`config.mk`:
```
export PLATFORM = sky130hd
export DESIGN_NAME = cmd_uart_responder_flat
export DESIGN_NICKNAME = d
export VERILOG_FILES = /design/src/rtl/cmd_uart_responder_pkg.sv /design/src/rtl/cmd_uart_responder_if.sv /design/src/rtl/cmd_uart_responder_rx.sv /design/src/rtl/cmd_uart_responder.sv /design/src/flat_wrapper.sv
export SDC_FILE = /design/constraint.sdc
export NUM_CORES = 1
export LEC_CHECK = 0
export ABC_AREA = 1
export CAP_MARGIN = 20
export CORE_AREA = 2 2 87 89
export CTS_CLUSTER_SIZE = 28
export DETAILED_ROUTE_END_ITERATION = 7
export DIE_AREA = 0 0 89 91
export GPL_ROUTABILITY_DRIVEN = 0
export PLACE_DENSITY = 0.75
export SLEW_MARGIN = 20
export SYNTH_ARGS = -nofsm -noshare
export SYNTH_HDL_FRONTEND = slang
export SYNTH_HIERARCHICAL = 1
export SYNTH_SLANG_ARGS = --single-unit
```
`constraint.sdc`:
```
create_clock -name clk -period 2.8 [get_ports clk]
set_input_delay 0.84 -clock clk [delete_from_list [all_inputs] [get_ports clk]]
set_output_delay 0.84 -clock clk [all_outputs]
set_load 0.01 [all_outputs]
```
`src/rtl/cmd_uart_responder_pkg.sv`:
```
// cmd_uart_responder_pkg: shared constants and state types for the serial command link
package cmd_uart_responder_pkg;
  localparam int BAUD_DIV_DEF = 5208;
  localparam logic [7:0] POS_ACK = 8'hA5;
  typedef enum logic {HIGH, LOW} asm_state_t;
  typedef enum logic [1:0] {IDLE, START, DATA, STOP} tx_state_t;
  typedef enum logic [1:0] {RX_IDLE, RX_START, RX_DATA, RX_STOP} rx_state_t;
endpackage

```
`src/rtl/cmd_uart_responder_if.sv`:
```
// cmd_uart_responder_if: command-processor side of the UART responder
interface cmd_uart_responder_if;
  logic [15:0] cmd;
  logic        cmd_rdy;
  logic        clr_cmd_rdy;
  logic [7:0]  resp;
  logic        send_resp;
  logic        resp_sent;
  logic        tx_busy;
  logic        frm_err;
  modport master (input cmd, cmd_rdy, resp_sent, tx_busy, frm_err, output clr_cmd_rdy, resp, send_resp);
  modport slave (output cmd, cmd_rdy, resp_sent, tx_busy, frm_err, input clr_cmd_rdy, resp, send_resp);
endinterface

```
`src/rtl/cmd_uart_responder_rx.sv`:
```
// uart_byte_rx: 8N1 byte receiver with synchronizer, mid-bit sampling and framing check
module uart_byte_rx
  import cmd_uart_responder_pkg::*;
#(
  parameter int BAUD_DIV = BAUD_DIV_DEF
) (
  input  logic       clk,
  input  logic       rst_n,
  input  logic       rx,
  output logic [7:0] rx_data,
  output logic       rx_rdy,
  output logic       frm_err
);
  localparam int CW = $clog2(BAUD_DIV);
  localparam logic [CW-1:0] HALF = CW'(BAUD_DIV / 2 - 1);
  localparam logic [CW-1:0] FULL = CW'(BAUD_DIV - 1);
  rx_state_t state_q, state_nx;
  logic [2:0] sync_q;
  logic [CW-1:0] cnt_q;
  logic [3:0] bits_q;
  logic rx_s, fall, tick;
  // sync_q[1:0] is the synchronizer, sync_q[2] holds the previous synchronized level for edge detection
  assign rx_s = sync_q[1];
  assign fall = sync_q[2] & ~sync_q[1];
  assign tick = cnt_q == (state_q == RX_START ? HALF : FULL);
  always_comb begin
    state_nx = state_q;
    unique case (state_q)
      RX_IDLE:  if (fall) state_nx = RX_START;
      RX_START: if (tick) state_nx = rx_s ? RX_IDLE : RX_DATA;
      RX_DATA:  if (tick && bits_q == 4'd7) state_nx = RX_STOP;
      RX_STOP:  if (tick) state_nx = RX_IDLE;
    endcase
  end
  always_ff @(posedge clk) begin
    if (!rst_n) begin
      sync_q  <= 3'b111;
      state_q <= RX_IDLE;
      cnt_q   <= '0;
      bits_q  <= '0;
      rx_data <= '0;
      rx_rdy  <= 1'b0;
      frm_err <= 1'b0;
    end else begin
      sync_q  <= {sync_q[1:0], rx};
      state_q <= state_nx;
      cnt_q   <= (state_q == RX_IDLE || tick) ? '0 : cnt_q + 1'b1;
      bits_q  <= state_q != RX_DATA ? 4'd0 : tick ? bits_q + 4'd1 : bits_q;
      if (state_q == RX_DATA && tick) rx_data <= {rx_s, rx_data[7:1]};
      rx_rdy  <= state_q == RX_STOP && tick && rx_s;
      frm_err <= state_q == RX_STOP && tick && !rx_s;
    end
  end
endmodule

```
`src/rtl/cmd_uart_responder.sv`:
```
// cmd_uart_responder: pairs received UART bytes into 16-bit commands and transmits one-byte responses
module cmd_uart_responder
  import cmd_uart_responder_pkg::*;
#(
  parameter int BAUD_DIV = BAUD_DIV_DEF
) (
  input  logic clk,
  input  logic rst_n,
  input  logic RX,
  output logic TX,
  cmd_uart_responder_if.slave bus
);
  localparam int CW = $clog2(BAUD_DIV);
  localparam logic [CW-1:0] FULL = CW'(BAUD_DIV - 1);
  logic [7:0] rx_data;
  logic rx_rdy, frm_err;
  asm_state_t asm_q, asm_nx;
  tx_state_t tx_q, tx_nx;
  logic [CW-1:0] cnt_q, cnt_nx;
  logic [3:0] bits_q, bits_nx;
  logic [7:0] data_q;
  logic [15:0] cmd_q;
  logic rdy_q, tick, tx_bit_nx;
  uart_byte_rx #(.BAUD_DIV(BAUD_DIV)) u_rx (
    .clk(clk),
    .rst_n(rst_n),
    .rx(RX),
    .rx_data(rx_data),
    .rx_rdy(rx_rdy),
    .frm_err(frm_err)
  );
  assign tick = cnt_q == FULL;
  always_comb begin
    asm_nx = asm_q == HIGH ? (rx_rdy ? LOW : HIGH) : ((rx_rdy || frm_err) ? HIGH : LOW);
  end
  always_comb begin
    tx_nx = tx_q;
    unique case (tx_q)
      IDLE:  if (bus.send_resp) tx_nx = START;
      START: if (tick) tx_nx = DATA;
      DATA:  if (tick && bits_q == 4'd7) tx_nx = STOP;
      STOP:  if (tick) tx_nx = IDLE;
    endcase
    cnt_nx = (tx_q == IDLE || tick) ? '0 : cnt_q + 1'b1;
    bits_nx = tx_q != DATA ? 4'd0 : tick ? bits_q + 4'd1 : bits_q;
    // TX is registered from the next state so the line never glitches between bits
    tx_bit_nx = tx_nx == START ? 1'b0 : tx_nx == DATA ? data_q[bits_nx[2:0]] : 1'b1;
  end
  always_ff @(posedge clk) begin
    if (!rst_n) begin
      asm_q  <= HIGH;
      tx_q   <= IDLE;
      cnt_q  <= '0;
      bits_q <= '0;
      data_q <= '0;
      TX     <= 1'b1;
      cmd_q  <= '0;
      rdy_q  <= 1'b0;
    end else begin
      asm_q  <= asm_nx;
      tx_q   <= tx_nx;
      cnt_q  <= cnt_nx;
      bits_q <= bits_nx;
      TX     <= tx_bit_nx;
      if (tx_q == IDLE && bus.send_resp) data_q <= bus.resp;
      if (rx_rdy) cmd_q <= asm_q == HIGH ? {rx_data, cmd_q[7:0]} : {cmd_q[15:8], rx_data};
      rdy_q  <= (rx_rdy && asm_q == LOW) || (rdy_q && !bus.clr_cmd_rdy && !(rx_rdy && asm_q == HIGH));
    end
  end
  assign bus.cmd       = cmd_q;
  assign bus.cmd_rdy   = rdy_q;
  assign bus.resp_sent = tx_q == STOP && tick;
  assign bus.tx_busy   = tx_q != IDLE;
  assign bus.frm_err   = frm_err;
endmodule

```
`src/flat_wrapper.sv`:
```
// flat-port wrapper written by rule: the top's interface ports become plain ports
module cmd_uart_responder_flat import cmd_uart_responder_pkg::*;
#(
  parameter int BAUD_DIV = BAUD_DIV_DEF
)
  (clk, rst_n, RX, TX, bus_cmd, bus_cmd_rdy, bus_resp_sent, bus_tx_busy, bus_frm_err, bus_clr_cmd_rdy, bus_resp, bus_send_resp);
  cmd_uart_responder_if bus_i ();
  input  logic clk;
  input  logic rst_n;
  input  logic RX;
  output logic TX;
  output wire logic [$bits(bus_i.cmd)-1:0] bus_cmd;
  output wire logic [$bits(bus_i.cmd_rdy)-1:0] bus_cmd_rdy;
  output wire logic [$bits(bus_i.resp_sent)-1:0] bus_resp_sent;
  output wire logic [$bits(bus_i.tx_busy)-1:0] bus_tx_busy;
  output wire logic [$bits(bus_i.frm_err)-1:0] bus_frm_err;
  input wire logic [$bits(bus_i.clr_cmd_rdy)-1:0] bus_clr_cmd_rdy;
  input wire logic [$bits(bus_i.resp)-1:0] bus_resp;
  input wire logic [$bits(bus_i.send_resp)-1:0] bus_send_resp;
  assign bus_cmd = bus_i.cmd;
  assign bus_cmd_rdy = bus_i.cmd_rdy;
  assign bus_resp_sent = bus_i.resp_sent;
  assign bus_tx_busy = bus_i.tx_busy;
  assign bus_frm_err = bus_i.frm_err;
  assign bus_i.clr_cmd_rdy = bus_clr_cmd_rdy;
  assign bus_i.resp = bus_resp;
  assign bus_i.send_resp = bus_send_resp;
  cmd_uart_responder #(.BAUD_DIV(BAUD_DIV)) u_core (.clk(clk), .rst_n(rst_n), .RX(RX), .TX(TX), .bus(bus_i));
endmodule
```
==> flow_metrics.tcl <==
set metrics [dict create \
    status "finished clean" \
    tightest_slew_ps 566 \
    drt-initial-drc-count 115 \
    wl_per_cell_um 11.2 \
    power.leakage_nw 1.71 \
    critical_path.reg2reg.startpoint "u_core/cnt_q[0]" \
    ioPinCount 34 \
    die_area_mm2 0.00810 \
    synth_top_area_share_pct 44.5 \
    cts-root-buf "clkbuf_8" \
    std_cell_rows 31 \
    hold_start "u_core/u_rx/sync_q[0]" \
    gr-total-overflow 0 \
    irDropWorstVdd_v 0.000376 \
    arrival_ps 1690 \
    maxCapViolCount 0 \
    startpoint "u_core/cnt_q[0]" \
    core_region_area_mm2 0.00714 \
    antenna_cells 0 \
    fillerInstances 672 \
    ys_top_cells_by_area "dfxtp_1 45%, nor2_1 10%, nand2_1 8.8%" \
    syn2layout_area_growth_pct 17.9 \
    clock-sinks 78 \
    grt_pass1_wl_um 11700 \
    synth_top_cell_by_area "dfxtp_1" \
    fin_nets 532 \
    drive_above_1_share_pct 10.2 \
    synthTopCellsByCount "98 x nor2_1, 82 x nand2_1, 78 x dfxtp_1" \
    antenna_found_initial 0 \
    die_x_um 89 \
    cts.path.max_buffers 2 \
    setup-tns-final_ps 0 \
    period_share_pct 90.5 \
    final_antenna_net_count 0 \
    syn_area_mm2 0.00351 \
    synth-seq-cells 78 \
    numCtsBuffers 9 \
    vias 3033 \
    grt_max_degree 23 \
    worstPathRequired_ps 1960 \
    grt_pass1_vias 2759 \
    routed_wl_um 6930 \
    synth_edf_count 0 \
    dp_cells 602 \
    path_class "flop to output pin" \
    slew_headroom_pct 62.1 \
    ys_warn_count 6 \
    cts_max_level 3 \
    grt_usage_pct 18.0 \
    startpoint_type "flop" \
    synth.most_common_cell "nor2_1" \
    drtPass1Iterations 4 \
    skew_ps 8.83 \
    min_period_ps 2530 \
    critPathMaxFanout 6 \
    synth_flop_cell "dfxtp_1" \
    initial_core_util_pct 49.2 \
    fin_cells 619 \
    synth_async_sr_flop_share_pct 0 \
    drv_slew 0 \
    p_per_area_mw_per_mm2 497 \
    endpoint_kind "output pin" \
    clk_pin_slew_ps 80 \
    hold_class "flop to flop" \
    hold_viol 0 \
    synth.net_count 492 \
    fp.dieH_um 91 \
    rsz0062_at_grt "false" \
    numPortBuffers 33 \
    clkLatencyLatePin_ps 340 \
    drc_errors 0 \
    avgSynthCellArea_um2 7.39 \
    setup_viol 0 \
    ctsHoldBuffers 0 \
    yosysSeqAreaShare_pct 44.5 \
    viasPerCell 4.90 \
    place_hpwl_um 5000 \
    synthCells 475 \
    fmax_mhz 395 \
    cts_tree "yes" \
    synth.distinct_cells 38 \
]
## layer usage
| metal | part of all wire (%) | vias to the layer above | global-route usage [%] | wire [um] |
|---|---|---|---|---|
| met5 | 0 | - | 0 | 0 |
| met4 | 0.74 | 0 | 3.73 | 51 |
| met3 | 4.9 | 5 | 5.64 | 341 |
| met2 | 48 | 56 | 30.5 | 3320 |
| met1 | 46 | 1381 | 22.4 | 3220 |
| li1 | - | 1591 | - | - |
## metrics by stage
step           util, %  hold WS [ps]  setup slack [ps]  total power (W)  cell area, um^2
2_1_floorplan        -           393               858          0.00121             3510
3_3_place_gp      55.1           396               341          0.00124             3930
3_5_place_dp      55.1           402               306          0.00124             3930
4_1_cts           58.0           422               231          0.00208             4140
5_1_grt           58.0           451              76.4          0.00214             4140
6_report          58.0           425               265          0.00206             4140
## kinds of logic after synthesis
| kind of cell | synth area share, % |
|---|---|
| AND/OR/NAND/NOR | 34.1 |
| flip-flops | 44.5 |
| buffers and inverters | 8.20 |
| AO/OA/AOI/OAI | 10.1 |
| XOR/XNOR | 1.71 |
| adder cells (fa/ha/maj) | 1.43 |
## area by class of cell
cell class	count	area [um^2]	share of cell area (%)
flip-flops and latches	78	1560	37.7
clock buffers	12	155	3.75
well taps	99	124	2.99
clock inverters	4	45.0	1.09
multi-input cells	326	1660	40.1
inverters	64	240	5.81
repair buffers	36	352	8.50
## sequential cells by signal (all words and copies together) (netlist names), named ones only
signal,count
u_core/u_rx/rx_rdy,1
u_core/TX,1
u_core/u_rx/sync_q,3
u_core/bus.cmd,16
u_core/u_rx/frm_err,1
u_core/cnt_q,13
u_core/u_rx/rx_data,8
u_core/u_rx/bits_q,4
u_core/asm_q,1
u_core/u_rx/cnt_q,13
u_core/data_q,8
u_core/bits_q,4
u_core/bus.cmd_rdy,1
u_core/tx_q,2
u_core/u_rx/state_q,1
## where the power goes
| group | switching (W) | total [W] | internal, W |
|---|---|---|---|
| clock network | 0.000381 | 0.000838 | 0.000457 |
| logic | 0.0000485 | 0.0000873 | 0.0000387 |
| registers | 0.00000703 | 0.00113 | 0.00112 |
| total | 0.000437 | 0.00206 | 0.00162 |
## worst paths after layout
kind                           end  slack, ps  cells after the start
max reg2reg              u_core/TX        890                     13
min          u_core/u_rx/sync_q[1]        430                      1
min reg2reg  u_core/u_rx/sync_q[1]        430                      1
max                  bus_resp_sent        270                      6
## worst max-delay path: stages (launching register included)
cell           delay (ps)
dfxtp_1               350
ha_1                  190
nand2_1                90
nor3_4                230
nand2_4               120
nor2_1                100
dlygate4sd2_1         270
## cells in the final DEF (no fill, tap or decap), types with 4 or more instances in the layout
| cell | count |
|---|---|
| nand3_2 | 7 |
| nand3_1 | 16 |
| nor3_1 | 6 |
| nor2_2 | 4 |
| dfxtp_1 | 78 |
| nand2_1 | 82 |
| o21ai_0 | 30 |
| inv_1 | 57 |
| nand3b_1 | 4 |
| a21oi_1 | 28 |
| ha_1 | 4 |
| xor2_1 | 4 |
| nand2_4 | 4 |
| clkbuf_8 | 11 |
| inv_2 | 5 |
| nand4_1 | 13 |
| clkdlybuf4s50_1 | 32 |
| nor2_4 | 4 |
| nor2_1 | 98 |
## timing repair
action                     CTS  global route
resized for setup            1             0
setup endpoints to repair    1             0
setup buffers                1             0
(Power assumes the default switching activity.)
